==> src/rtl/ddr_cmd_scheduler_pkg.sv <==
// Shared DDR command scheduler types and default timing.
// Timing defaults are common with the per-bank TimingFSM.
package ddr_cmd_pkg;

  localparam int T_CL_DEF  = 17;
  localparam int T_RCD_DEF = 17;
  localparam int T_WR_DEF  = 14;
  localparam int T_RP_DEF  = 17;
  localparam int T_RFC_DEF = 34;
  localparam int TMR_W     = 8;

  typedef enum logic [3:0] {
    CMD_NOP,
    CMD_ACT,
    CMD_RD,
    CMD_RDA,
    CMD_WR,
    CMD_WRA,
    CMD_PR,
    CMD_PRA,
    CMD_REF
  } cmd_e;

  typedef enum logic [3:0] {
    S_IDLE,
    S_PRE,
    S_WAIT_RP,
    S_ACTV,
    S_WAIT_RCD,
    S_CAS,
    S_WAIT_CAS,
    S_WAIT_APRE,
    S_REF_PRA,
    S_WAIT_PRA,
    S_REFR,
    S_WAIT_RFC
  } sched_state_e;

endpackage

==> src/rtl/ddr_cmd_scheduler_if.sv <==
// Request handshake bundle between initiator and scheduler.
// One read/write request per valid/ready handshake.
interface ddr_cmd_scheduler_if #(
  parameter int BGW      = 2,
  parameter int BAWIDTH  = 2,
  parameter int ROWWIDTH = 16
);
  logic                req_valid;
  logic                req_ready;
  logic                req_write;
  logic                req_autopre;
  logic [BGW-1:0]      req_bg;
  logic [BAWIDTH-1:0]  req_ba;
  logic [ROWWIDTH-1:0] req_row;

  modport master (
    output req_valid, req_write, req_autopre,
    output req_bg, req_ba, req_row,
    input  req_ready
  );

  modport slave (
    input  req_valid, req_write, req_autopre,
    input  req_bg, req_ba, req_row,
    output req_ready
  );
endinterface

==> src/rtl/ddr_cmd_scheduler_open_row_table.sv <==
// Open-row table: per-bank {valid,row} with combinational lookup.
// Writes come only from the scheduler FSM.
module open_row_table
  import ddr_cmd_pkg::*;
#(
  parameter int IW       = 4,
  parameter int ROWWIDTH = 16
) (
  input  logic                clk,
  input  logic                reset_n,
  input  logic [IW-1:0]       lk_idx,
  input  logic [ROWWIDTH-1:0] lk_row,
  output logic                lk_hit,
  output logic                lk_miss,
  output logic                any_open,
  input  logic [IW-1:0]       wr_idx,
  input  logic                set_en,
  input  logic [ROWWIDTH-1:0] set_row,
  input  logic                clr_en,
  input  logic                clr_all
);
  localparam int N = 1 << IW;

  logic [N-1:0]        vld_q;
  logic [ROWWIDTH-1:0] row_q [N];

  always_ff @(posedge clk or negedge reset_n) begin
    if (!reset_n) begin
      vld_q <= '0;
      for (int i = 0; i < N; i++)
        row_q[i] <= '0;
    end else if (clr_all) begin
      vld_q <= '0;
    end else if (set_en) begin
      vld_q[wr_idx] <= 1'b1;
      row_q[wr_idx] <= set_row;
    end else if (clr_en) begin
      vld_q[wr_idx] <= 1'b0;
    end
  end

  always_comb begin
    lk_hit   = vld_q[lk_idx] && (row_q[lk_idx] == lk_row);
    lk_miss  = vld_q[lk_idx] && (row_q[lk_idx] != lk_row);
    any_open = |vld_q;
  end

endmodule

==> src/rtl/ddr_cmd_scheduler.sv <==
// DDR command scheduler: spaces ACT/RD/WR/PR/REF for the bank FSMs
// and tracks open rows so hits skip ACT and misses insert PR.
module ddr_cmd_scheduler
  import ddr_cmd_pkg::*;
#(
  parameter int BGWIDTH  = 2,
  parameter int BAWIDTH  = 2,
  parameter int ROWWIDTH = 16,
  parameter int T_CL     = T_CL_DEF,
  parameter int T_RCD    = T_RCD_DEF,
  parameter int T_WR     = T_WR_DEF,
  parameter int T_RP     = T_RP_DEF,
  parameter int T_RFC    = T_RFC_DEF,
  localparam int BGW     = (BGWIDTH == 0) ? 1 : BGWIDTH,
  localparam int IW      = BGWIDTH + BAWIDTH
) (
  input  logic                clk,
  input  logic                reset_n,
  ddr_cmd_scheduler_if.slave  rq,
  input  logic                ref_req,
  output logic                ref_ack,
  output logic                done,
  output logic                ACT,
  output logic                RD,
  output logic                RDA,
  output logic                WR,
  output logic                WRA,
  output logic                PR,
  output logic                PRA,
  output logic                REF,
  output logic [BGW-1:0]      bg,
  output logic [BAWIDTH-1:0]  ba,
  output logic [ROWWIDTH-1:0] row
);
  // Waits followed by an issue state load T-2 (the issue state adds
  // a cycle); terminal waits load T-1 so done/IDLE land exactly at T.
  localparam logic [TMR_W-1:0] LD_RP2  = TMR_W'(T_RP - 2);
  localparam logic [TMR_W-1:0] LD_RCD2 = TMR_W'(T_RCD - 2);
  localparam logic [TMR_W-1:0] LD_CL1  = TMR_W'(T_CL - 1);
  localparam logic [TMR_W-1:0] LD_WR1  = TMR_W'(T_WR - 1);
  localparam logic [TMR_W-1:0] LD_RP1  = TMR_W'(T_RP - 1);
  localparam logic [TMR_W-1:0] LD_RFC1 = TMR_W'(T_RFC - 1);

  sched_state_e        state_q, state_d;
  cmd_e                cmd_q, cmd_d;
  logic [TMR_W-1:0]    tmr_q, tmr_d;
  logic                done_q, done_d;
  logic                ack_q, ack_d;
  logic [BGW-1:0]      cbg_q, cbg_d;
  logic [BAWIDTH-1:0]  cba_q, cba_d;
  logic [ROWWIDTH-1:0] crow_q, crow_d;

  logic                wr_q, ap_q;
  logic [BGW-1:0]      bg_q;
  logic [BAWIDTH-1:0]  ba_q;
  logic [ROWWIDTH-1:0] row_q;

  logic                acc;
  logic                lk_hit, lk_miss, any_open;
  logic                set_en, clr_en, clr_all;
  logic [IW-1:0]       lk_idx, wr_idx;
  logic                tmr_zero;

  if (BGWIDTH == 0) begin : g_nobg
    assign lk_idx = rq.req_ba;
    assign wr_idx = ba_q;
  end else begin : g_bg
    assign lk_idx = {rq.req_bg, rq.req_ba};
    assign wr_idx = {bg_q, ba_q};
  end

  open_row_table #(
    .IW       (IW),
    .ROWWIDTH (ROWWIDTH)
  ) u_ort (
    .clk      (clk),
    .reset_n  (reset_n),
    .lk_idx   (lk_idx),
    .lk_row   (rq.req_row),
    .lk_hit   (lk_hit),
    .lk_miss  (lk_miss),
    .any_open (any_open),
    .wr_idx   (wr_idx),
    .set_en   (set_en),
    .set_row  (row_q),
    .clr_en   (clr_en),
    .clr_all  (clr_all)
  );

  assign rq.req_ready = (state_q == S_IDLE) && !ref_req;
  assign tmr_zero     = (tmr_q == '0);

  always_comb begin
    state_d = state_q;
    tmr_d   = tmr_zero ? '0 : tmr_q - 1'b1;
    cmd_d   = CMD_NOP;
    done_d  = 1'b0;
    ack_d   = 1'b0;
    cbg_d   = cbg_q;
    cba_d   = cba_q;
    crow_d  = crow_q;
    acc     = 1'b0;
    set_en  = 1'b0;
    clr_en  = 1'b0;
    clr_all = 1'b0;
    unique case (state_q)
      S_IDLE: begin
        if (ref_req) begin
          state_d = any_open ? S_REF_PRA : S_REFR;
        end else if (rq.req_valid) begin
          acc = 1'b1;
          unique case (1'b1)
            lk_hit:  state_d = S_CAS;
            lk_miss: state_d = S_PRE;
            default: state_d = S_ACTV;
          endcase
        end
      end
      S_PRE: begin
        cmd_d   = CMD_PR;
        cbg_d   = bg_q;
        cba_d   = ba_q;
        clr_en  = 1'b1;
        tmr_d   = LD_RP2;
        state_d = S_WAIT_RP;
      end
      S_WAIT_RP:
        if (tmr_zero) state_d = S_ACTV;
      S_ACTV: begin
        cmd_d   = CMD_ACT;
        cbg_d   = bg_q;
        cba_d   = ba_q;
        crow_d  = row_q;
        set_en  = 1'b1;
        tmr_d   = LD_RCD2;
        state_d = S_WAIT_RCD;
      end
      S_WAIT_RCD:
        if (tmr_zero) state_d = S_CAS;
      S_CAS: begin
        unique case ({wr_q, ap_q})
          2'b00:   cmd_d = CMD_RD;
          2'b01:   cmd_d = CMD_RDA;
          2'b10:   cmd_d = CMD_WR;
          default: cmd_d = CMD_WRA;
        endcase
        cbg_d   = bg_q;
        cba_d   = ba_q;
        tmr_d   = wr_q ? LD_WR1 : LD_CL1;
        state_d = S_WAIT_CAS;
      end
      S_WAIT_CAS:
        if (tmr_zero) begin
          if (ap_q) begin
            clr_en  = 1'b1;
            tmr_d   = LD_RP1;
            state_d = S_WAIT_APRE;
          end else begin
            done_d  = 1'b1;
            state_d = S_IDLE;
          end
        end
      S_WAIT_APRE:
        if (tmr_zero) begin
          done_d  = 1'b1;
          state_d = S_IDLE;
        end
      S_REF_PRA: begin
        cmd_d   = CMD_PRA;
        cbg_d   = '0;
        cba_d   = '0;
        clr_all = 1'b1;
        tmr_d   = LD_RP2;
        state_d = S_WAIT_PRA;
      end
      S_WAIT_PRA:
        if (tmr_zero) state_d = S_REFR;
      S_REFR: begin
        cmd_d   = CMD_REF;
        cbg_d   = '0;
        cba_d   = '0;
        ack_d   = 1'b1;
        tmr_d   = LD_RFC1;
        state_d = S_WAIT_RFC;
      end
      S_WAIT_RFC:
        if (tmr_zero) state_d = S_IDLE;
      default: state_d = S_IDLE;
    endcase
  end

  always_ff @(posedge clk or negedge reset_n) begin
    if (!reset_n) begin
      state_q <= S_IDLE;
      tmr_q   <= '0;
      cmd_q   <= CMD_NOP;
      done_q  <= 1'b0;
      ack_q   <= 1'b0;
      cbg_q   <= '0;
      cba_q   <= '0;
      crow_q  <= '0;
      wr_q    <= 1'b0;
      ap_q    <= 1'b0;
      bg_q    <= '0;
      ba_q    <= '0;
      row_q   <= '0;
    end else begin
      state_q <= state_d;
      tmr_q   <= tmr_d;
      cmd_q   <= cmd_d;
      done_q  <= done_d;
      ack_q   <= ack_d;
      cbg_q   <= cbg_d;
      cba_q   <= cba_d;
      crow_q  <= crow_d;
      if (acc) begin
        wr_q  <= rq.req_write;
        ap_q  <= rq.req_autopre;
        bg_q  <= rq.req_bg;
        ba_q  <= rq.req_ba;
        row_q <= rq.req_row;
      end
    end
  end

  assign ACT     = (cmd_q == CMD_ACT);
  assign RD      = (cmd_q == CMD_RD);
  assign RDA     = (cmd_q == CMD_RDA);
  assign WR      = (cmd_q == CMD_WR);
  assign WRA     = (cmd_q == CMD_WRA);
  assign PR      = (cmd_q == CMD_PR);
  assign PRA     = (cmd_q == CMD_PRA);
  assign REF     = (cmd_q == CMD_REF);
  assign ref_ack = ack_q;
  assign done    = done_q;
  assign bg      = (BGWIDTH == 0) ? '0 : cbg_q;
  assign ba      = cba_q;
  assign row     = crow_q;

endmodule

==> src/flat_wrapper.sv <==
// flat-port wrapper written by rule: the top's interface ports become plain ports
module ddr_cmd_scheduler_flat import ddr_cmd_pkg::*;
#(
  parameter int BGWIDTH  = 2,
  parameter int BAWIDTH  = 2,
  parameter int ROWWIDTH = 16,
  parameter int T_CL     = T_CL_DEF,
  parameter int T_RCD    = T_RCD_DEF,
  parameter int T_WR     = T_WR_DEF,
  parameter int T_RP     = T_RP_DEF,
  parameter int T_RFC    = T_RFC_DEF,
  localparam int BGW     = (BGWIDTH == 0) ? 1 : BGWIDTH,
  localparam int IW      = BGWIDTH + BAWIDTH
)
  (clk, reset_n, ref_req, ref_ack, done, ACT, RD, RDA, WR, WRA, PR, PRA, REF, bg, ba, row, rq_req_valid, rq_req_write, rq_req_autopre, rq_req_bg, rq_req_ba, rq_req_row, rq_req_ready);
  ddr_cmd_scheduler_if #(.BGW(2), .BAWIDTH(BAWIDTH), .ROWWIDTH(ROWWIDTH)) rq_i ();
  input  logic clk;
  input  logic reset_n;
  input  logic ref_req;
  output logic ref_ack;
  output logic done;
  output logic ACT;
  output logic RD;
  output logic RDA;
  output logic WR;
  output logic WRA;
  output logic PR;
  output logic PRA;
  output logic REF;
  output logic [BGW-1:0] bg;
  output logic [BAWIDTH-1:0] ba;
  output logic [ROWWIDTH-1:0] row;
  input wire logic [$bits(rq_i.req_valid)-1:0] rq_req_valid;
  input wire logic [$bits(rq_i.req_write)-1:0] rq_req_write;
  input wire logic [$bits(rq_i.req_autopre)-1:0] rq_req_autopre;
  input wire logic [$bits(rq_i.req_bg)-1:0] rq_req_bg;
  input wire logic [$bits(rq_i.req_ba)-1:0] rq_req_ba;
  input wire logic [$bits(rq_i.req_row)-1:0] rq_req_row;
  output wire logic [$bits(rq_i.req_ready)-1:0] rq_req_ready;
  assign rq_i.req_valid = rq_req_valid;
  assign rq_i.req_write = rq_req_write;
  assign rq_i.req_autopre = rq_req_autopre;
  assign rq_i.req_bg = rq_req_bg;
  assign rq_i.req_ba = rq_req_ba;
  assign rq_i.req_row = rq_req_row;
  assign rq_req_ready = rq_i.req_ready;
  ddr_cmd_scheduler #(.BGWIDTH(BGWIDTH), .BAWIDTH(BAWIDTH), .ROWWIDTH(ROWWIDTH), .T_CL(T_CL), .T_RCD(T_RCD), .T_WR(T_WR), .T_RP(T_RP), .T_RFC(T_RFC)) u_core (.clk(clk), .reset_n(reset_n), .rq(rq_i), .ref_req(ref_req), .ref_ack(ref_ack), .done(done), .ACT(ACT), .RD(RD), .RDA(RDA), .WR(WR), .WRA(WRA), .PR(PR), .PRA(PRA), .REF(REF), .bg(bg), .ba(ba), .row(row));
endmodule
==> config.mk <==
export PLATFORM = sky130hd
export DESIGN_NAME = ddr_cmd_scheduler_flat
export DESIGN_NICKNAME = d
export VERILOG_FILES = /design/src/rtl/ddr_cmd_scheduler_pkg.sv /design/src/rtl/ddr_cmd_scheduler_if.sv /design/src/rtl/ddr_cmd_scheduler_open_row_table.sv /design/src/rtl/ddr_cmd_scheduler.sv /design/src/flat_wrapper.sv
export SDC_FILE = /design/constraint.sdc
export NUM_CORES = 1
export LEC_CHECK = 0
export ABC_AREA = 1
export ABC_CLOCK_PERIOD_IN_PS = 1900
export CAP_MARGIN = 20
export CORE_ASPECT_RATIO = 0.9
export CORE_MARGIN = 2
export CORE_UTILIZATION = 30
export CTS_BUF_LIST = sky130_fd_sc_hd__clkbuf_2
export DETAILED_ROUTE_END_ITERATION = 16
export GPL_TIMING_DRIVEN = 0
export PLACE_DENSITY = 0.51
export SETUP_SLACK_MARGIN = 0.05
export SYNTH_ARGS = -nofsm -noshare
export SYNTH_HDL_FRONTEND = slang
export SYNTH_SLANG_ARGS = --single-unit
==> constraint.sdc <==
create_clock -name clk -period 1.9 [get_ports clk]
set_input_delay 0.285 -clock clk [delete_from_list [all_inputs] [get_ports clk]]
set_output_delay 0.285 -clock clk [all_outputs]
set_load 0.1 [all_outputs]
==> impl_metrics.ini <==
[status]
status = complete, but fails checks
violations = setup timing

[final_layout]
post-route-cell-area_mm2 = 0.0229
final_cell_mix = 463 x nand2_1, 327 x dfrtp_1, 191 x o21ai_1
layout_commonest_cell = nand2_1
syn_to_final_growth_pct = 46.2
num-nets-final = 2357
drive_above_1_share_pct = 31.7

[clock_network]
root_buffer = clkbuf_2
cts_sinks = 332
tritoncts = done
numCtsBuffers = 92
cts_max_level = 3
cts.path.max_buffers = 3
cts.reportedPaths.clkPinSlew_ns = 0.11
clk_latency_ns = 1.12

[placement]
port_buffers = 54
place_area_mm2 = 0.0173
post-dp-hpwl_um = 43000
place_congestion = 0.948

[die]
die_y_um = 221
fp.dieArea_mm2 = 0.0541
core-area_mm2 = 0.0517
die_w_um = 245
start_util_pct = 30.3
ioPinCount = 57
row_count = 79

[drt]
drt_iter0_drc = 1868
via_per_inst = 5.20
vias = 16100
routed_wl_um = 69900
wl_per_cell_um = 22.6
drc = 0
drtPass1Iterations = 7
antenna_left = 0

[critical_path]
worst-endpoint-arrival_ns = 2.23
worstSetupStartpointType = flop
cp_max_fo = 3
end_kind = output pin
required_ns = 1.62
crit_type = flop to output pin
crit_chain = nor2_2, inv_2, nor2_4, inv_2, nor2_4, buf_12
crit_path_max_incr_delay_ns = 0.43
crit_path_top_delay_cell = dfrtp_1

[sta]
setup_slack_ns = -0.614
slew_headroom_pct = 38.7
fin_hold_ws_ns = 0.163
rsz0062_at_grt = true
final.setup_skew_ns = 0.0679
max_freq_mhz = 398
finalHoldViolCount = 0
finalCritPeriodShare_pct = 132
report.final.slew_viol_count = 0
tightestPinTransition_ns = 0.919
setup_viol = 303
tns_ns = -53.41
period_needed_ns = 2.51

[synthesis]
synthCells = 2024
ys_seq_area_share_pct = 53.0
synth-edff-count = 0
yosys_register_bits = 332
async_flop_share_pct = 100
syn-num-nets = 2051
ys.flop_type = dfrtp_1
avgSynthCellArea_um2 = 7.75
syn_area_mm2 = 0.0157
yosys_warnings = 0
synth.distinct_cells = 37

[global_routing]
overflow = 0
antenna_found_initial = 2
grt_max_degree = 116
grt_pass1_wl_um = 96200
grt.total_usage_pct = 23.9
grt_pass1_vias = 14900

[power]
peakVddDrop_mv = 0.906
power.leakage_nw = 10.7
p_per_area_mw_per_mm2 = 1390

[flow_run]
drv_cap = 0

[min_path]
min_path_type = primary input to flop
-- layer usage --
metal,GRT usage (%),share of wire [%]
met1,33.5,42
met2,37.0,46
met3,5.01,8.1
met4,7.53,3.6
met5,0,0
-- flip-flops by register name, summed over array words and instances (netlist names), 2 cells and up --
register / count
u_core.bg_q: 2
u_core.ba: 2
u_core.state_q: 4
u_core.bg: 2
u_core.tmr_q: 8
u_core.row_q: 16
u_core.cmd_q: 4
u_core.u_ort.vld_q: 16
u_core.row: 16
u_core.u_ort.row_q: 256
u_core.ba_q: 2
-- worst paths after layout --
path	slack [ns]	endpoint	from	depth (start not counted)
worst min-delay path	0.16	u_core.state_q[2]	rq_req_bg[1]	11
worst max register to register	-0.28	u_core.u_ort.row_q[34]	u_core.state_q[3]	13
worst max-delay path	-0.61	rq_req_ready	u_core.state_q[1]	6
worst min register to register	0.49	u_core.u_ort.row_q[48]	u_core.u_ort.row_q[48]	2
min in group asynchronous	0.26	u_core.u_ort.row_q[172]	reset_n	4
max in group asynchronous	0.64	u_core.u_ort.row_q[107]	reset_n	5
-- cells by family after synthesis --
kind of cell | count (synthesis) | share of synthesized area (%)
xor gates and xnor gates | 4 | 0.223
adders and majority gates | 1 | 0.0798
DFF | 332 | 53.0
and+or+nand+nor | 963 | 24.5
buffers and inverters | 296 | 7.91
muxes | 1 | 0.0718
AOI/OAI and AO/OA | 427 | 14.2
-- power breakdown --
part	switching, W	internal [W]
Clock	0.00333	0.00198
Combinational	0.00881	0.00591
Sequential	0.00207	0.00971
-- cell usage after synthesis (all sizes together) (2+ instances only) --
cell | n | share of area, %
nand2 | 653 | 16
o21ai | 347 | 11
dfrtp | 332 | 53
inv | 162 | 3.9
nand3 | 150 | 4.8
nor2 | 141 | 3.4
clkbuf | 84 | 2.0
a21oi | 48 | 1.6
buf | 48 | 2.0
o211ai | 22 | 1.1
nor3 | 10 | 0.32
nor4 | 5 | 0.20
xor2 | 3 | 0.17
a21o | 2 | 0.096
clkinv | 2 | 0.048
nand4 | 2 | 0.080
-- what timing repair did --
action,4_1_cts,5_1_grt
cloned,15,33
buffers inserted,42,50
hold buffers,23,0
hold endpoints to repair,353,0
gates resized for setup,531,791
setup endpoints to repair,334,346
pin swaps,6,16
-- layout make-up --
type,count,area [µm²]
timing repair buffer,211,3020
multi-input combinational,1399,7830
buffer,130,1450
tap,688,861
fill,5030,28800
antenna,3,7.51
clock inverter,36,170
clock buffer,129,646
sequential,332,8310
inverter,164,626
-- critical path, delay by kind of cell, from the launching register on --
kind                   cells  cell delay [ns]
DFF                        1             0.43
and+or+nand+nor            3             0.38
buffers and inverters      3             0.31
-- stage by stage --
step           setup slack, ns  total power (W)  cells  utilization (%)
2_1_floorplan           -0.272           0.0178   2024                -
3_3_place_gp            -14.60           0.0209   2766             33.3
3_5_place_dp             -1.30           0.0211   2769             33.5
4_1_cts                 -0.685           0.0284   3013             38.7
5_1_grt                 -0.778           0.0337   3092             44.4
6_report                -0.614           0.0318   3092             44.4
(Power assumes the default switching activity.)
==> variant: new RTL, same flow settings <==
Reset style: synchronous (`reset_n`), changed in 2 clocked blocks.
--- a/src/rtl/ddr_cmd_scheduler_open_row_table.sv
+++ b/src/rtl/ddr_cmd_scheduler_open_row_table.sv
@@ -26,3 +26,3 @@
 
-  always_ff @(posedge clk or negedge reset_n) begin
+  always_ff @(posedge clk) begin
     if (!reset_n) begin
--- a/src/rtl/ddr_cmd_scheduler.sv
+++ b/src/rtl/ddr_cmd_scheduler.sv
@@ -191,3 +191,3 @@
 
-  always_ff @(posedge clk or negedge reset_n) begin
+  always_ff @(posedge clk) begin
     if (!reset_n) begin
Behaviour: differs if reset_n is asserted again (counterexample within 4 cycles, from zero or initial values and one cycle with reset_n low); with reset_n held inactive, the same outputs for 4 cycles.
==> variant against the unedited design <==
The run still ends with setup timing left; setup slack better by 0.18 ns; design area shrank 6.7%; fmax rose by 7.9%; sequential cell count is the same; synthesized area decreased by 1.9%; cell count shrank 11%; routed wire length shrank 13%; largest cell class unchanged.
Power is not compared: it rests on default switching activity, and its combinational part moved more than twofold at a synthesized area within 25%.
==> variant: results (changes against the unedited design) <==
{
  "cts": {
    "cts-buffers-inserted": {"value": 85, "change": "-7.6%"},
    "clock_insertion_delay_worst_skew": {"value": 1.02, "unit": "ns", "change": "-0.10 ns"}
  },
  "synthesis": {
    "area_share_of_fa_ha_maj_cells_after_synthesis": {"value": 0.000813, "change": "+0.0000151"},
    "post_synth_xor_area_fraction": {"value": 0.00285, "change": "+0.000611"},
    "post_synth_main_area_contributors": "edfxtp_1, dfxtp_1, nor2_1, nand2_1, nand3_1",
    "synth_cells": {"value": 1754, "change": "-13%"},
    "syn_nets": {"value": 1781, "change": "-13%"},
    "synth.mux.area_fraction": {"value": 0, "change": "-0.000718"},
    "synth-edff-count": {"value": 256, "change": "+256"},
    "synth_cell_type_count": {"value": 39, "change": "+5.4%"},
    "ys_seq_area_frac": {"value": 0.598, "change": "+0.0686"},
    "fraction_of_registers_with_async_set_reset": {"value": 0, "change": "-1.00"},
    "synth_compound_gate_area_share": {"value": 0.0762, "change": "-0.0661"}
  },
  "timing": {
    "tightest_slew": {"value": 1.29, "unit": "ns", "change": "+0.370 ns"},
    "fin_setup_tns": {"value": -88.38, "unit": "ns", "change": "-34.98 ns"},
    "postLayoutSetupSlackWorst": {"value": -0.431, "unit": "ns", "change": "+0.183 ns"},
    "finalSetupViolCount": {"value": 495, "change": "+63%"},
    "clock-skew-final": {"value": 0.0385, "unit": "ns", "change": "-0.0294 ns"}
  },
  "grt": {
    "grt_pass1_vias": {"value": 13200, "change": "-12%"},
    "groute.usage.overall": {"value": 0.221, "change": "-0.0188"},
    "met2_layer_usage_reported_by_global_route": {"value": 0.337, "change": "-0.0322"},
    "grt_util_met3": {"value": 0.0406, "change": "-0.00949"},
    "grt_first_pass_wirelength": {"value": 85600, "unit": "µm", "change": "-11%"},
    "grt_max_degree": {"value": 21, "change": "-82%"}
  },
  "final_layout": {
    "num-nets-final": {"value": 2051, "change": "-13%"},
    "post_route_cells_drive_above_1_share": {"value": 0.298, "change": "-0.0186"},
    "final.fill_count": {"value": 4993, "change": "-0.74%"},
    "register_ranked_first_by_flip_flop_count": "u_core.u_ort.row_q"
  },
  "worst_setup_path": {
    "maximum_net_fanout_on_the_critical_path": {"value": 4, "change": "+1"},
    "critical_path_arrival": {"value": 2.05, "unit": "ns", "change": "-0.18 ns"},
    "setup.worst_path.start": "u_core.cmd_q[1]",
    "regToRegStartpoint": "u_core.state_q[3]"
  },
  "worst_hold_path": {
    "hold_path.startpoint": "rq_req_row[5]"
  },
  "place": {
    "placement.io_buffers": {"value": 51, "change": "-5.6%"},
    "placed_area": {"value": 0.0171, "unit": "mm²", "change": "-1.2%"},
    "dp.cells": {"value": 2485, "change": "-10%"}
  },
  "route": {
    "vias_per_cell": {"value": 5.10, "change": "-2.0%"},
    "num_vias": {"value": 14100, "change": "-12%"},
    "detail_route.wl_per_cell": {"value": 21.9, "unit": "µm", "change": "-3.2%"},
    "drt_iter0_markers": {"value": 1701, "change": "-8.9%"}
  },
  "run_status": {
    "result_of_the_run": "complete, but fails checks",
    "failed_checks": "setup timing"
  }
}
variant: cell types whose count changed in the layout (fill, tap and decap cells not counted), sizes merged, moves of 3 or more:
cell | before | now
a311oi | 1 | 15
nor2 | 141 | 402
o21ai | 347 | 96
clkbuf | 199 | 183
clkinv | 33 | 30
edfxtp | 0 | 256
dfxtp | 0 | 76
dfrtp | 332 | 0
inv | 163 | 136
dlygate4sd3 | 22 | 17
nand2 | 656 | 383
buf | 227 | 190
a21oi | 48 | 69
variant: cells by family (layout without fill, tap and decap cells):
group,after synthesis,count (layout)
AOI/OAI and AO/OA,208,208
adders and majority gates,1,1
xor gates and xnor gates,5,5
DFF,332,332
and+or+nand+nor,945,959
other,0,3
buffers and inverters,263,579
variant: stage by stage:
step | setup slack, ns | utilization | hold WS, ns
floorplan | -0.332 | - | 0.431
global placement | -1.26 | 0.338 | 0.482
detailed placement | -1.26 | 0.338 | 0.480
CTS | -0.494 | 0.404 | 0.000660
global route | -0.600 | 0.423 | 0.00384
finish | -0.431 | 0.423 | 0.0674
variant: layer usage:
metal  vias up  part of all wire
li1       6417                 -
met1      6849              0.44
met2       752              0.44
met3        89              0.10
met4         0             0.022
met5         -                 0
variant: report_power, final:
group	internal, mW	leakage [nW]	switching [mW]
sequential	8.30	3.28	0.298
combinational	1.91	4.38	4.08
clock	1.81	0.578	3.12
total	12.0	8.23	7.50
variant: worst max-delay path, stage by stage, from the launching register on:
cell	delay (ns)
dfxtp_4	0.39
clkinvlp_4	0.18
nor3_2	0.24
buf_6	0.25
variant: path summary, 6_finish.rpt:
kind                                                    to  slack, ns  cells after the start
worst max-delay path                                    PR      -0.43                      3
worst min-delay path                       u_core.row_q[5]       0.07                      3
worst max register to register  u_core.u_ort.row_q[13][14]      -0.32                     14
worst min register to register                u_core.ba[1]       0.52                      2
variant: cell type report:
type,count,share of cell area
Multi-Input combinational cell,1173,0.314
Clock inverter,15,0.00287
Sequential cell,332,0.433
Timing Repair Buffer,171,0.110
Tap cell,680,0.0398
Antenna cell,3,0.000351
Clock buffer,132,0.0309
Inverter,154,0.0278
Buffer,107,0.0417
variant: timing repair:
action | CTS | global route
endpoints found under the hold margin | 25 | 1
gates cloned | 18 | 5
setup buffers | 76 | 25
hold buffers | 16 | 1
gates resized for setup | 574 | 220
pin swaps | 16 | 21
setup endpoints to repair | 558 | 526
